==> src/rtl/sum_stage.sv <==
// sum_stage: two-stage registered 4-bit lookahead sum with valid/ready handshake.
// Optional modulo correction enabled by defining SUM_STAGE_MOD_CORRECT_EN.
module sum_stage #(
    parameter int MOD = 15
) (
    input  logic       clk,
    input  logic       rst,
    input  logic       in_valid,
    output logic       in_ready,
    input  logic [3:0] H,
    input  logic [3:0] G,
    input  logic [3:0] P,
    input  logic       cin,
    output logic       out_valid,
    input  logic       out_ready,
    output logic [3:0] S,
    output logic       cout
);
    if (MOD < 2 || MOD > 16) begin : g_bad_mod
        $error("sum_stage: MOD must be within 2..16");
    end
    logic       v1, v2, adv2;
    logic [4:0] cy, c1_q;
    logic [3:0] h1_q, s_nx;
    logic       co_nx;
    logic [4:0] x;
    assign adv2      = !v2 || out_ready;
    assign in_ready  = !rst && (!v1 || adv2);
    assign out_valid = v2;
    // lookahead carries c0..c4 from the incoming bundle
    always_comb begin
        cy[0] = cin;
        for (int i = 0; i < 4; i++) cy[i+1] = G[i] | (P[i] & cy[i]);
    end
    // stage-2 result from the stage-1 carries and half-sums
    always_comb begin
        x = {c1_q[4], h1_q ^ c1_q[3:0]};
`ifdef SUM_STAGE_MOD_CORRECT_EN
        s_nx  = x >= 5'(MOD) ? 4'(x - 5'(MOD)) : x[3:0];
        co_nx = 1'b0;
`else
        s_nx  = x[3:0];
        co_nx = x[4];
`endif
    end
    // pipeline registers: stage 1 loads on input transfer, stage 2 advances when free or drained
    always_ff @(posedge clk) begin
        if (rst) begin
            v1   <= 1'b0;
            v2   <= 1'b0;
            c1_q <= '0;
            h1_q <= '0;
            S    <= '0;
            cout <= 1'b0;
        end else begin
            if (in_valid && in_ready) begin
                v1   <= 1'b1;
                c1_q <= cy;
                h1_q <= H;
            end else if (adv2) begin
                v1 <= 1'b0;
            end
            if (adv2) begin
                v2 <= v1;
                if (v1) begin
                    S    <= s_nx;
                    cout <= co_nx;
                end
            end
        end
    end
endmodule

==> config.mk <==
export PLATFORM = sky130hd
export DESIGN_NAME = sum_stage
export DESIGN_NICKNAME = d
export VERILOG_FILES = /design/src/rtl/sum_stage.sv
export SDC_FILE = /design/constraint.sdc
export NUM_CORES = 1
export LEC_CHECK = 0
export CAP_MARGIN = 20
export CORE_ASPECT_RATIO = 0.8
export CORE_UTILIZATION = 39
export DETAILED_ROUTE_END_ITERATION = 16
export GPL_TIMING_DRIVEN = 0
export PLACE_DENSITY = 0.8
export SKIP_LAST_GASP = 1
export SYNTH_ARGS = -nofsm -noshare
export SYNTH_HDL_FRONTEND = slang
export SYNTH_SLANG_ARGS = --single-unit
==> constraint.sdc <==
create_clock -name clk -period 1 [get_ports clk]
set_input_delay 0.1 -clock clk [delete_from_list [all_inputs] [get_ports clk]]
set_output_delay 0.1 -clock clk [all_outputs]
set_load 0.02 [all_outputs]
* Word level (Yosys, flattened, before mapping)
Index checks and enable logic that the tools add are counted. W data, S select, Z words.
Word-level totals: logic and storage cells 26, bits of input ports 17, output and inout bits 7, register bits 16
Operators by class: bitwise gates (word level) 9, multiplexer cells 2, reductions and logical operators 9
Operators by type and width (number):
- $and A1 B1 Y1 | 4
- $or A1 B1 Y1 | 4
- $xor A4 B4 Y4 | 1
- $logic_not A1 Y1 | 3
- $logic_and A1 B1 Y1 | 2
- $logic_or A1 B1 Y1 | 2
- $mux W1 | 2
- $reduce_and A2 Y1 | 1
- $reduce_bool A2 Y1 | 1

* Depth between registers and ports, before layout
depth after elaboration 8, gate-level depth with buffers 4, mapped depth without buffers 3

* Worst setup path after synthesis
Ideal clock, no wire load.
path type reg2reg, start point reg v2, in the netlist out_valid, end point reg c1_q[0], cell stages (with the launch flop) 4, period minus slack after synthesis 1.213 ns, path buffers 0, data required time 0.877 ns, arrival time 1.090 ns, setup slack -0.213 ns, cells stage by stage dfxtp_1 > nand3b_1 > nand2_2 > mux2_1
Between the ends: longest elaborated chain between the ends 5
Ends and longest elaborated chain:
- start: declaration | RTL line 22 | logic v1, v2, adv2;
- start signal: assignment | RTL line 64 | v2 <= v1;
- $logic_not A1 Y1 | RTL line 27 | assign adv2 = !v2 || out_ready;
- $logic_or A1 B1 Y1 | RTL line 27
- $logic_or A1 B1 Y1 | RTL line 28 | assign in_ready = !rst && (!v1 || adv2);
- $logic_and A1 B1 Y1 | RTL line 28
- $logic_and A1 B1 Y1 | RTL line 56 | if (in_valid && in_ready) begin
- end signal: assignment | RTL line 58 | c1_q <= cy;
- end: declaration | RTL line 23 | logic [4:0] cy, c1_q;
No other way between the ends. A chain may end at the register's enable or synchronous reset.

* Worst setup path in the final report
start point reg v2, in the netlist out_valid, end point out in_ready
Between the ends: longest elaborated chain between the ends 4
Ends and longest elaborated chain:
- $logic_not A1 Y1 | RTL line 27
- $logic_or A1 B1 Y1 | RTL line 27
- $logic_or A1 B1 Y1 | RTL line 28
- $logic_and A1 B1 Y1 | RTL line 28
- end: declaration | RTL line 9 | output logic in_ready,
No other way between the ends.

==> flow_summary_export.csv <==
group,metric,value,unit
outcome,status,"complete, but fails checks",
outcome,violations,"negative setup slack",
floorplan,die_area,2060,um2
timing,worstMarginPinSlew,414,ps
clock_network,clock-sinks,16,
clock_network,clkLatencyLatePin,290,ps
hold_path,worstHoldStart,"rst",
timing,period_needed,1190,ps
drt,finalWirelength,1510,um
drt,wl_met2,682,um
hold_path,holdPathStages,3,
grt,antenna_found_initial,0,
placed_design,hpwl,1080,um
clock_network,cts_buffer_depth,2,
drt,routed.top_layer,"met3",
timing,max_freq,0.839,GHz
grt,grt_max_degree,11,
floorplan,dieHeight,40.8,um
timing,rsz0062_at_grt,"yes",
drt,drt_iter0_markers,3,
drt,vias,617,
logic_synthesis,yosys_warnings,0,
worst_setup_path,required,900,ps
logic_synthesis,avgSynthCellArea,10.0,um2
cells_and_area,drive_gt1_share,28.7,%
clock_network,cts-buffers-inserted,3,
flow_run,drv_cap,0,
cells_and_area,final_common_cell,"clkdlybuf4s50_1",
clock_network,ctsHoldBuffers,0,
drt,drc,0,
cells_and_area,stdcell_count,123,
worst_setup_path,rrSetupSlack,-150,ps
grt,grt_use_total,17.5,%
worst_setup_path,crit_chain,"and3b_2 > nor2_1 > buf_4",
timing,hold_slack,164,ps
worst_setup_path,path_class,"reg -> out",
cells_and_area,finish.instance_area,1050,um2
placed_design,dp.cells,117,
worst_setup_path,critPathMaxStageDelay,370,ps
cells_and_area,area.growth.synth_to_final,43.0,%
worst_setup_path,crit_path_top_delay_cell,"dfxtp_4",
timing,finalClockSkew,7.98,ps
hold_path,hp-class,"in -> reg",
floorplan,io_pins,24,
clock_network,cts_tree,"built",
floorplan,rows,13,
worst_setup_path,rr_endpoint,"c1_q[2]",
drt,wl_per_cell,12.3,um
floorplan,core_area,1690,um2
logic_synthesis,syn_area,733,um2
clock_network,h-tree-depth,1,
logic_synthesis,synth_cells,73,
grt,grt_pass1_wl,2490,um
floorplan,die_width,50.5,um
clock_network,clock-root-buffer,"clkbuf_4",
floorplan,initial_core_util,43.3,%
grt,grt_pass1_vias,577,
logic_synthesis,syn_nets,90,
power_and_ir_drop,vdd_drop_max,0.708,mV
grt,grt_overflow,0,
drt,viasPerCell,5.02,
timing,setup_viol,9,
logic_synthesis,synth-seq-cells,16,
cells_and_area,antenna_cells,0,
timing,hold_viol_final,0,
drt,ant_nets,0,
placed_design,globalplace.congestion,0.736,
worst_setup_path,critPathMaxFanout,5,
power_and_ir_drop,power.density,1300,nW/um2
drt,met1Wirelength,726,um
cells_and_area,layout_common_cells,"15 x clkdlybuf4s50_1, 14 x dfxtp_1, 8 x a21oi_1",
drt,drtPass1Iterations,4,
drt,wl_met3,100,um
timing,setup_slack,-193,ps
power_and_ir_drop,leakage,0.421,nW
logic_synthesis,seq_area_frac_synth,43.7,%
timing,drv_slew,0,
clock_network,clk_pin_slew,100,ps
logic_synthesis,ys_types,28,
timing,period_share,119,%
worst_setup_path,reg2reg_from,"out_valid",
worst_setup_path,cp.arrival,1090,ps
placed_design,placed_area,986,um2
placed_design,port_buffers,22,
worst_setup_path,cp-end-kind,"output port",
worst_setup_path,reg2reg_depth,4,
timing,relSlewSlack,72.4,%
worst_setup_path,cp-start-kind,"flip-flop",
cells_and_area,nets,119,
hold_path,whs_endpoint,"c1_q[3]",
-- per-layer routing --
metal	global-route usage [%]	up-vias
met5	0	-
met4	2.08	0
met3	8.15	0
met2	30.3	21
met1	20.8	278
li1	-	318
-- critical path: cells and delay by family (launching register included) --
family | cells | cell delay, ps
buffers and inverters | 1 | 150
DFF | 1 | 370
and+or+nand+nor | 2 | 290
-- power by group --
| part | leakage [nW] | internal [mW] | switching (mW) |
|---|---|---|---|
| Combinational | 0.272 | 0.167 | 0.126 |
| Clock | 0.0150 | 0.155 | 0.200 |
| Sequential | 0.133 | 0.686 | 0.0319 |
-- state kept, by name (all words and copies together), names as in the netlist --
signal / cells
c1_q: 5
h1_q: 4
v1: 1
out_valid: 1
cout: 1
S: 4
-- metrics by stage --
step / setup TNS [ps] / power, mW / setup slack [ps] / util [%]
after global routing: -1650 / 1.44 / -246 / 62.0
after floorplan: -458 / 0.886 / -91.7 / -
after global placement: -5210 / 1.01 / -642 / 58.3
final: -913 / 1.37 / -193 / 62.0
after detailed placement: -5500 / 1.01 / -651 / 58.3
after CTS: -1030 / 1.38 / -213 / 63.4
-- how the worst max path moves through the flow --
stage | startpoint | end | slack (ps) | cells after the start
after floorplan | out_valid | c1_q[0] | -90 | 3
after global placement | out_ready | in_ready | -640 | 4
after detailed placement | out_ready | in_ready | -650 | 4
after CTS | out_valid | in_ready | -210 | 3
after global routing | v1 | in_ready | -250 | 3
final | out_valid | in_ready | -190 | 3
-- cell families (layout without fill, tap and decap cells) --
group,Yosys count,after routing,share of synthesized area (%)
simple gates,23,23,19.5
buf+inv,5,33,4.26
compound gates,19,19,18.8
mux,6,6,9.04
xor+xnor,4,4,4.78
flops,16,16,43.7
-- cell type report --
| cell class | instances | area, um2 |
|---|---|---|
| clock buffer | 4 | 26.3 |
| fill | 151 | 643 |
| timing repair buffer | 24 | 203 |
| tap | 22 | 27.5 |
| sequential | 16 | 325 |
| multi-input combinational | 52 | 432 |
| buffer | 4 | 31.3 |
| inverter | 1 | 3.75 |
-- repair_timing --
item,4_1_cts,5_1_grt
gates resized for setup,32,7
setup endpoints to repair,18,19
pin swaps,5,1
buffers inserted,2,0
-- cell usage after synthesis --
library cell	number	share of area, %
nand4bb_1	1	1.5
nand3b_1	1	1.0
a21o_1	2	2.0
buf_4	1	1.0
buf_6	1	1.5
o21ba_2	1	1.4
dfxtp_1	16	44
a21bo_1	1	1.4
nor3_1	4	2.7
xnor2_1	4	4.8
nor2_1	3	1.5
a31oi_1	1	0.85
nand2_1	1	0.51
mux2_1	5	7.7
a21oi_1	8	5.5
nand3_1	2	1.4
o22ai_1	1	0.85
nand2_2	1	0.85
buf_2	1	0.68
a2111oi_2	1	2.0
mux2i_1	1	1.4
nor2b_4	1	1.9
nor2b_1	5	4.3
clkbuf_1	1	0.51
nand2b_1	3	2.6
a311oi_1	4	4.8
and3b_1	1	1.2
inv_2	1	0.51
Note: power is estimated with default switching activity, not from simulation.
